`src/rtl/pipe_ctrl_pkg.sv`:
```
// Shared front-end control definitions: the stall FSM state encoding and the bubble instruction word.
`timescale 1ns/1ps
package pipe_ctrl_pkg;

  typedef enum logic [1:0] {
    ST_RUN   = 2'd0,
    ST_HAZ   = 2'd1,
    ST_MDW   = 2'd2,
    ST_FLUSH = 2'd3
  } ctrl_state_e;

  localparam logic [31:0] NOP_INST_C = 32'h0000_0000;

endpackage

```
`src/rtl/if_id_stall_ctrl_sat_counter.sv`:
```
// Saturating up-counter with synchronous clear; holds at all-ones instead of wrapping.
`timescale 1ns/1ps
module sat_counter #(
  parameter int WIDTH = 8
) (
  input  logic             clk,
  input  logic             rst_n,
  input  logic             clr,
  input  logic             inc,
  output logic [WIDTH-1:0] cnt
);

  logic [WIDTH-1:0] cnt_q, cnt_d;

  always_comb begin
    cnt_d = cnt_q;
    if (clr)
      cnt_d = '0;
    else if (inc && (cnt_q != '1))
      cnt_d = cnt_q + WIDTH'(1);
  end

  always_ff @(posedge clk) begin
    if (!rst_n) cnt_q <= '0;
    else        cnt_q <= cnt_d;
  end

  assign cnt = cnt_q;

endmodule

```
`src/rtl/if_id_stall_ctrl.sv`:
```
// IF/ID pipeline register with hazard / mult-div stall and branch flush control.
// Optional STALL_PERF_CNT_EN adds saturating stall_cnt and flush_cnt outputs.
`timescale 1ns/1ps
module if_id_stall_ctrl
  import pipe_ctrl_pkg::*;
#(
  parameter int          FLUSH_CYCLES = 1,
  parameter int          MD_TIMEOUT   = 64,
  parameter logic [31:0] NOP_INST     = NOP_INST_C
) (
  input  logic        clk,
  input  logic        rst_n,
  input  logic [31:0] if_inst,
  input  logic [31:0] if_pc,
  input  logic        if_stop,
  input  logic        md_busy,
  input  logic        branch_taken,
  output logic        pc_we,
  output logic [31:0] id_inst,
  output logic [31:0] id_pc,
  output logic        id_valid,
  output logic        ex_bubble,
`ifdef STALL_PERF_CNT_EN
  output logic [31:0] stall_cnt,
  output logic [31:0] flush_cnt,
`endif
  output logic        md_timeout
);

  localparam int         WAIT_W     = $clog2(MD_TIMEOUT + 1);
  localparam logic [WAIT_W-1:0] WAIT_LAST  = WAIT_W'(MD_TIMEOUT - 1);
  localparam logic [1:0] FLUSH_LAST = 2'(FLUSH_CYCLES - 1);

  ctrl_state_e      st_q, st_d;
  logic [31:0]      id_inst_q, id_inst_d;
  logic [31:0]      id_pc_q, id_pc_d;
  logic             id_valid_q, id_valid_d;
  logic             md_timeout_q, md_timeout_d;
  logic [WAIT_W-1:0] wait_cnt;
  logic [1:0]       fl_cnt;

  logic stop_eff, do_mdw, do_haz, squash;

  // An empty ID slot cannot be the consumer of a hazard, so its stall request is dropped.
  assign stop_eff = if_stop & id_valid_q;
  assign do_mdw   = ~branch_taken & md_busy;
  assign do_haz   = ~branch_taken & ~md_busy & stop_eff;
  assign squash   = ~branch_taken & ~md_busy & ~stop_eff &
                    (st_q == ST_FLUSH) & (fl_cnt < FLUSH_LAST);

  assign pc_we     = rst_n & (branch_taken | (~md_busy & ~stop_eff));
  assign ex_bubble = rst_n & do_haz;

  sat_counter #(.WIDTH(WAIT_W)) u_wait_cnt (
    .clk   (clk),
    .rst_n (rst_n),
    .clr   (~do_mdw),
    .inc   (do_mdw),
    .cnt   (wait_cnt)
  );

  sat_counter #(.WIDTH(2)) u_flush_cnt (
    .clk   (clk),
    .rst_n (rst_n),
    .clr   (branch_taken),
    .inc   (squash),
    .cnt   (fl_cnt)
  );

  always_comb begin
    st_d         = ST_RUN;
    id_inst_d    = id_inst_q;
    id_pc_d      = id_pc_q;
    id_valid_d   = id_valid_q;
    md_timeout_d = md_timeout_q;
    if (branch_taken) begin
      st_d       = ST_FLUSH;
      id_inst_d  = NOP_INST;
      id_valid_d = 1'b0;
    end else if (md_busy) begin
      st_d = ST_MDW;
      if (wait_cnt >= WAIT_LAST)
        md_timeout_d = 1'b1;
    end else if (stop_eff) begin
      st_d = ST_HAZ;
    end else if (squash) begin
      st_d       = ((fl_cnt + 2'd1) < FLUSH_LAST) ? ST_FLUSH : ST_RUN;
      id_inst_d  = NOP_INST;
      id_valid_d = 1'b0;
    end else begin
      id_inst_d  = if_inst;
      id_pc_d    = if_pc;
      id_valid_d = 1'b1;
    end
  end

  always_ff @(posedge clk) begin
    if (!rst_n) begin
      st_q         <= ST_RUN;
      id_inst_q    <= NOP_INST;
      id_pc_q      <= 32'h0;
      id_valid_q   <= 1'b0;
      md_timeout_q <= 1'b0;
    end else begin
      st_q         <= st_d;
      id_inst_q    <= id_inst_d;
      id_pc_q      <= id_pc_d;
      id_valid_q   <= id_valid_d;
      md_timeout_q <= md_timeout_d;
    end
  end

  assign id_inst    = id_inst_q;
  assign id_pc      = id_pc_q;
  assign id_valid   = id_valid_q;
  assign md_timeout = md_timeout_q;

`ifdef STALL_PERF_CNT_EN
  sat_counter #(.WIDTH(32)) u_stall_perf (
    .clk   (clk),
    .rst_n (rst_n),
    .clr   (1'b0),
    .inc   (do_mdw | do_haz),
    .cnt   (stall_cnt)
  );

  sat_counter #(.WIDTH(32)) u_flush_perf (
    .clk   (clk),
    .rst_n (rst_n),
    .clr   (1'b0),
    .inc   (branch_taken),
    .cnt   (flush_cnt)
  );
`endif

endmodule

```
`config.mk`:
```
export PLATFORM = sky130hd
export DESIGN_NAME = if_id_stall_ctrl
export DESIGN_NICKNAME = d
export VERILOG_FILES = /design/src/rtl/pipe_ctrl_pkg.sv /design/src/rtl/if_id_stall_ctrl_sat_counter.sv /design/src/rtl/if_id_stall_ctrl.sv
export SDC_FILE = /design/constraint.sdc
export NUM_CORES = 1
export LEC_CHECK = 0
export CELL_PAD_IN_SITES_DETAIL_PLACEMENT = 1
export CELL_PAD_IN_SITES_GLOBAL_PLACEMENT = 1
export CORE_MARGIN = 1
export CORE_UTILIZATION = 29
export CTS_CLUSTER_DIAMETER = 150
export DETAILED_ROUTE_END_ITERATION = 16
export PLACE_DENSITY_LB_ADDON = 0.1
export REMOVE_ABC_BUFFERS = 1
export SYNTH_ARGS = -nofsm -noshare
export SYNTH_HDL_FRONTEND = slang
export SYNTH_HIERARCHICAL = 1
export SYNTH_SLANG_ARGS = --single-unit
```
`constraint.sdc`:
```
create_clock -name clk -period 2.8 [get_ports clk]
set_input_delay 0.42 -clock clk [delete_from_list [all_inputs] [get_ports clk]]
set_output_delay 0.42 -clock clk [all_outputs]
set_load 0.01 [all_outputs]
```
==> results.json, run 1 <==
{
  "grt_pass1_vias": 2734,
  "io_buffers": 136,
  "cpMostUsedCell": "clkdlybuf4s50_1",
  "async_flop_share": 0,
  "ctsResizeCount": 0,
  "drt-total-wl_mm": 8.14,
  "fin_crit_ps": 2310,
  "finalNetCount": 531,
  "tritoncts": "built",
  "yosys-top-cells-area": "dfxtp_1 53%, nand2_1 14%, nand3_1 12%",
  "synthesis.area_sq_mm": 0.00275,
  "core_region_area_sq_mm": 0.00920,
  "root_buffer": "clkbuf_8",
  "hold_path.class": "register to register",
  "fillers": 1114,
  "sw_frac_of_total": 0.251,
  "final.setup.tns_ps": 0,
  "critical_path_class": "input port to output pin",
  "r2r_slack_ps": 1020,
  "overflow": 0,
  "final_core_util": 0.470,
  "period_share": 0.825,
  "drc": 0,
  "netlist_instances": 332,
  "firstDrtPassIters": 4,
  "synthFlopType": "dfxtp_1",
  "diodes": 0,
  "drive_above_1_share": 0.0558,
  "clockBufferDepth": 2,
  "worstMarginPinSlew_ps": 1120,
  "yosysMostFrequentCell": "nand2_1",
  "numCtsBuffers": 9,
  "multiInputGateArea_sq_mm": 0.00113,
  "synth_top_cell_area_share": 0.532,
  "skew_ps": 6.56,
  "ctsHoldBuffers": 0,
  "route.vias.total": 2745,
  "synth_edf_count": 0,
  "grt_max_degree": 68,
  "globalplace.congestion": 0.696,
  "ys_ff_latch": 73,
  "fp.dieH_um": 99.3,
  "synthTopCellsByCount": "101 x nand2_1, 73 x dfxtp_1, 65 x nand3_1",
  "routed_via_density": 4.76,
  "power.leakage_nw": 1.68,
  "ant_nets": 0,
  "dieArea_sq_mm": 0.00986,
  "max_freq_mhz": 433,
  "r2r_start": "id_valid$_SDFFE_PP0P_",
  "reg2reg_depth": 3,
  "regArea_sq_mm": 0.00146,
  "rr_endpoint": "id_pc[20]$_SDFFE_PN0P_",
  "wl_per_cell_um": 14.1,
  "cpPeakStageDelay_ps": 630,
  "cp_max_fo": 5,
  "cts.clk_slew.worst_paths_ps": 80,
  "crit_chain": "clkdlybuf4s50_1 -> nand2_1 -> nor3_1 -> clkdlybuf4s50_1",
  "drv_slew": 0,
  "antenna_found_initial": 0,
  "drt_iter0_markers": 50,
  "crit_slowest_cell": "clkdlybuf4s50_1",
  "endpoint": "ex_bubble",
  "insertion_delay_ps": 330,
  "die_width_um": 99.3,
  "worst_ep_arrival_time_ps": 1890,
  "maxSlewHeadroom": 0.254,
  "cellPowerDensity_mw_per_mm2": 500,
  "pwr-share-seq": 0.507,
  "seq_area_frac_synth": 0.532,
  "dp_hpwl_mm": 5.48,
  "rows": 35,
  "p_int_mw": 1.62,
  "htreeDepth": 3,
  "maxCapViolations": 0,
  "p_switching_mw": 0.544,
  "status": "completed",
  "synth_cell_type_count": 32,
  "crit_start": "if_stop",
  "grt_pass1_wl_mm": 13.3,
  "setup_viol": 0,
  "rsz0062_at_grt": "false",
  "track_usage": 0.170,
  "comb_power_share": 0.146,
  "required_ps": 2380,
  "clkPwrFrac": 0.347,
  "finalPower_mw": 2.16,
  "yosysWarnings": 6,
  "post_cts_buffers": 0,
  "avgSynthCellArea_sq_um": 8.27,
  "endpoint_kind": "output pin",
  "start_util": 0.299,
  "cts_sinks": 73,
  "syn2layout_area_growth_pct": 57.4,
  "start_kind": "input port",
  "yosys.area.top_type": "dfxtp_1",
  "finalHoldViolCount": 0,
  "irDropWorstVdd_uv": 253,
  "io_pins": 137
}
## cells in the final DEF (no fill, tap or decap), types with 2 or more instances in the layout
master / synthesis / routed
clkdlybuf4s50_1: 0 / 135
nand2_1: 101 / 101
dfxtp_1: 73 / 73
nand3_1: 65 / 65
a21oi_1: 35 / 35
clkbuf_8: 0 / 11
buf_4: 3 / 5
nand2b_1: 4 / 4
inv_1: 4 / 4
clkinv_2: 0 / 3
a211oi_1: 3 / 3
a311oi_1: 2 / 2
nor2_1: 2 / 2
clkinvlp_4: 0 / 2
mux2i_1: 2 / 2
## state kept, by name (all words and copies together) (netlist names)
| signal | count |
|---|---|
| id_inst | 32 |
| id_pc | 32 |
| id_valid | 1 |
| md_timeout | 1 |
| u_wait_cnt/cnt | 7 |
## power groups by stage
| stage | Clock (mW) | Sequential [mW] | Combinational (mW) |
|---|---|---|---|
| 4_1_cts | 0.789 | 1.10 | 0.320 |
| 5_1_grt | 0.835 | 1.10 | 0.345 |
| 3_3_place_gp | 0 | 1.12 | 0.315 |
| 2_1_floorplan | 0 | 1.14 | 0.0763 |
| 6_report | 0.751 | 1.10 | 0.315 |
| 3_5_place_dp | 0 | 1.12 | 0.318 |
## worst max-delay path, delay by kind of cell
kind / cells / cell delay (ps)
and+or+nand+nor: 2 / 270
buffers and inverters: 2 / 1190
## layer usage
metal	GRT usage	routed length, um	up-vias
li1	-	-	1378
met4	0.0452	66	0
met2	0.282	3890	75
met5	0	0	-
met1	0.200	3540	1288
met3	0.0752	636	4
## kinds of logic after synthesis
family          after synthesis  synth area share
mux                           2           0.00729
simple gates                178             0.284
flops                        73             0.532
buf+inv                      27            0.0556
compound gates               51             0.116
fa+ha+maj                     1           0.00456
## metrics by stage
stage	hold WS [ps]	area, sq um	cells	setup slack [ps]
after detailed placement	442	4140	561	408
after global routing	465	4320	577	409
after floorplan	461	2610	309	974
after CTS	454	4320	577	490
after global placement	435	4140	561	451
final	451	4320	577	490
## area by class of cell
class / count / share of cell area
Sequential cell: 73 / 0.338
Timing Repair Buffer: 141 / 0.322
Multi-Input combinational cell: 232 / 0.262
Clock buffer: 11 / 0.0350
Tap cell: 111 / 0.0321
Clock inverter: 5 / 0.00695
Inverter: 4 / 0.00347
## worst min path at each step
stage | from | depth (start not counted) | slack [ps] | to
after floorplan | u_wait_cnt/cnt[1]$_SDFFE_PP0P_ | 2 | 460 | u_wait_cnt/cnt[1]$_SDFFE_PP0P_
after global placement | id_pc[19]$_SDFFE_PN0P_ | 2 | 440 | id_pc[19]$_SDFFE_PN0P_
after detailed placement | id_pc[7]$_SDFFE_PN0P_ | 2 | 440 | id_pc[7]$_SDFFE_PN0P_
after CTS | id_pc[7]$_SDFFE_PN0P_ | 2 | 450 | id_pc[7]$_SDFFE_PN0P_
after global routing | id_pc[7]$_SDFFE_PN0P_ | 2 | 470 | id_pc[7]$_SDFFE_PN0P_
final | id_pc[7]$_SDFFE_PN0P_ | 2 | 450 | id_pc[7]$_SDFFE_PN0P_
Note: power is estimated with default switching activity, not from simulation.
==> run 2: changes to the inputs <==
- CORE_UTILIZATION: 29 -> 25
- clock period: 2.8 -> 2.1 ns (I/O delays scaled with it)
==> run 2 against run 1 <==
  * Global-route usage decreased by 1.4 points
  * Core utilization decreased by 4.7 points
  * Via count is 1.1% higher
  * Clock skew rose by 6.1 ps
  * Design area up 2.8%
  * Routed wire length rose by 6.2%
  * Sequential share of layout area is 0.90 points lower
  * Clock-buffer cell count grew 1
  * Register-to-register slack got worse by 250 ps
  * Combinational power rose by 38%
==> results.json, run 2 (synthesis gave the netlist of run 1 again) <==
{
  "insertion_delay_ps": 340,
  "rsz0062_at_grt": "false",
  "maxCapViolations": 0,
  "irDropWorstVdd_uv": 292,
  "routed_via_density": 4.58,
  "io_buffers": 136,
  "antenna_found_initial": 0,
  "finalNetCount": 535,
  "core_region_area_sq_mm": 0.0105,
  "overflow": 0,
  "final_cell_mix": "135 x clkdlybuf4s50_1, 101 x nand2_1, 72 x dfxtp_1",
  "max_freq_mhz": 509,
  "hold_path.class": "register to register",
  "maxSlewHeadroom": 0.570,
  "endpoint_kind": "output pin",
  "cpPeakStageDelay_ps": 560,
  "io_pins": 137,
  "htreeDepth": 3,
  "final.setup.tns_ps": 0,
  "die_width_um": 107,
  "tritoncts": "built",
  "cellPowerDensity_mw_per_mm2": 690,
  "globalplace.congestion": 0.717,
  "start_kind": "input port",
  "rows": 37,
  "power.leakage_nw": 1.72,
  "grt_max_degree": 67,
  "dieArea_sq_mm": 0.0114,
  "cpMostUsedCell": "clkdlybuf4s50_1",
  "post-route-cell-area_sq_mm": 0.00444,
  "period_share": 0.936,
  "grt_pass1_vias": 2870,
  "firstDrtPassIters": 4,
  "drv_slew": 0,
  "finalHoldViolCount": 0,
  "ant_nets": 0,
  "fp.dieH_um": 107,
  "crit_chain": "clkdlybuf4s50_1 -> nand2_1 -> nor3_1 -> clkdlybuf4s50_1",
  "start_util": 0.261,
  "final_common_cell": "clkdlybuf4s50_1",
  "wl_per_cell_um": 14.3,
  "final_core_util": 0.423,
  "diodes": 0,
  "drt_iter0_markers": 63,
  "drive_above_1_share": 0.0660,
  "fillers": 1208,
  "grt_pass1_wl_mm": 13.9,
  "dpl_cell_area_sq_mm": 0.00423,
  "cts_sinks": 73,
  "cts.clk_slew.worst_paths_ps": 70,
  "drc": 0,
  "clockBufferDepth": 2,
  "crit_slowest_cell": "clkdlybuf4s50_1",
  "fin_crit_ps": 1970,
  "syn2layout_area_growth_pct": 61.8,
  "dp_hpwl_mm": 5.96,
  "cp_max_fo": 3,
  "worst_ep_arrival_time_ps": 1650,
  "ctsHoldBuffers": 0,
  "skew_ps": 12.7,
  "required_ps": 1780,
  "track_usage": 0.156,
  "fin_cells": 606,
  "dp.cells": 590,
  "status": "completed",
  "drt-total-wl_mm": 8.64,
  "setup_viol": 0,
  "route.vias.total": 2774,
  "critical_path_class": "input port to output pin",
  "root_buffer": "clkbuf_8",
  "worstMarginPinSlew_ps": 644,
  "numCtsBuffers": 9
}
[run 2: changes by cell type in the layout (fill, tap and decap cells not counted), sizes merged]
cell,previous run,this run
clkinv,3,1
bufinv,0,1
clkbuf,11,12
buf,6,10
[run 2: final timing paths]
path | start | to | depth (start not counted) | slack [ps]
max | if_stop | ex_bubble | 4 | 130
min | id_pc[24]$_SDFFE_PN0P_ | id_pc[24]$_SDFFE_PN0P_ | 2 | 450
max reg2reg | u_wait_cnt/cnt[0]$_SDFFE_PP0P_ | u_wait_cnt/cnt[0]$_SDFFE_PP0P_ | 4 | 770
min reg2reg | id_pc[24]$_SDFFE_PN0P_ | id_pc[24]$_SDFFE_PN0P_ | 2 | 450
[run 2: area by class of cell]
type,instances,area [sq um],area share
multi-input combinational,232,1130,0.255
tap,136,170,0.0383
timing repair buffer,145,1450,0.326
clock buffer,12,165,0.0372
inverter,4,15.0,0.00338
clock inverter,4,50.0,0.0113
sequential,73,1460,0.329
[run 2: per-stage QoR]
| stage | worst slack [ps] | hold WS [ps] | total power, mW |
|---|---|---|---|
| detailed placement | 118 | 441 | 1.94 |
| global route | 76.1 | 471 | 3.22 |
| floorplan | 379 | 411 | 1.62 |
| global placement | 145 | 435 | 1.93 |
| CTS | 54.2 | 453 | 3.14 |
| finish | 134 | 448 | 3.07 |
[run 2: worst max-delay path, delay by kind of cell]
kind / cells / cell delay, ps
buf+inv: 2 / 1090
simple gates: 2 / 240
[run 2: report_power, final]
part | total, mW | switching [mW] | internal, mW
Combinational | 0.435 | 0.188 | 0.247
Clock | 1.17 | 0.526 | 0.645
Sequential | 1.46 | 0.0256 | 1.43
Total | 3.07 | 0.739 | 2.33
[run 2: what timing repair did]
item | CTS | global route
buffers inserted | 0 | 0
resized for setup | 0 | 1
setup endpoints to repair | 0 | 1
hold endpoints to repair | 0 | 0
[run 2: metal layers]
layer | part of all wire | track usage
met5 | 0 | 0
met4 | 0.013 | 0.0558
met3 | 0.071 | 0.0596
met2 | 0.50 | 0.266
met1 | 0.41 | 0.177
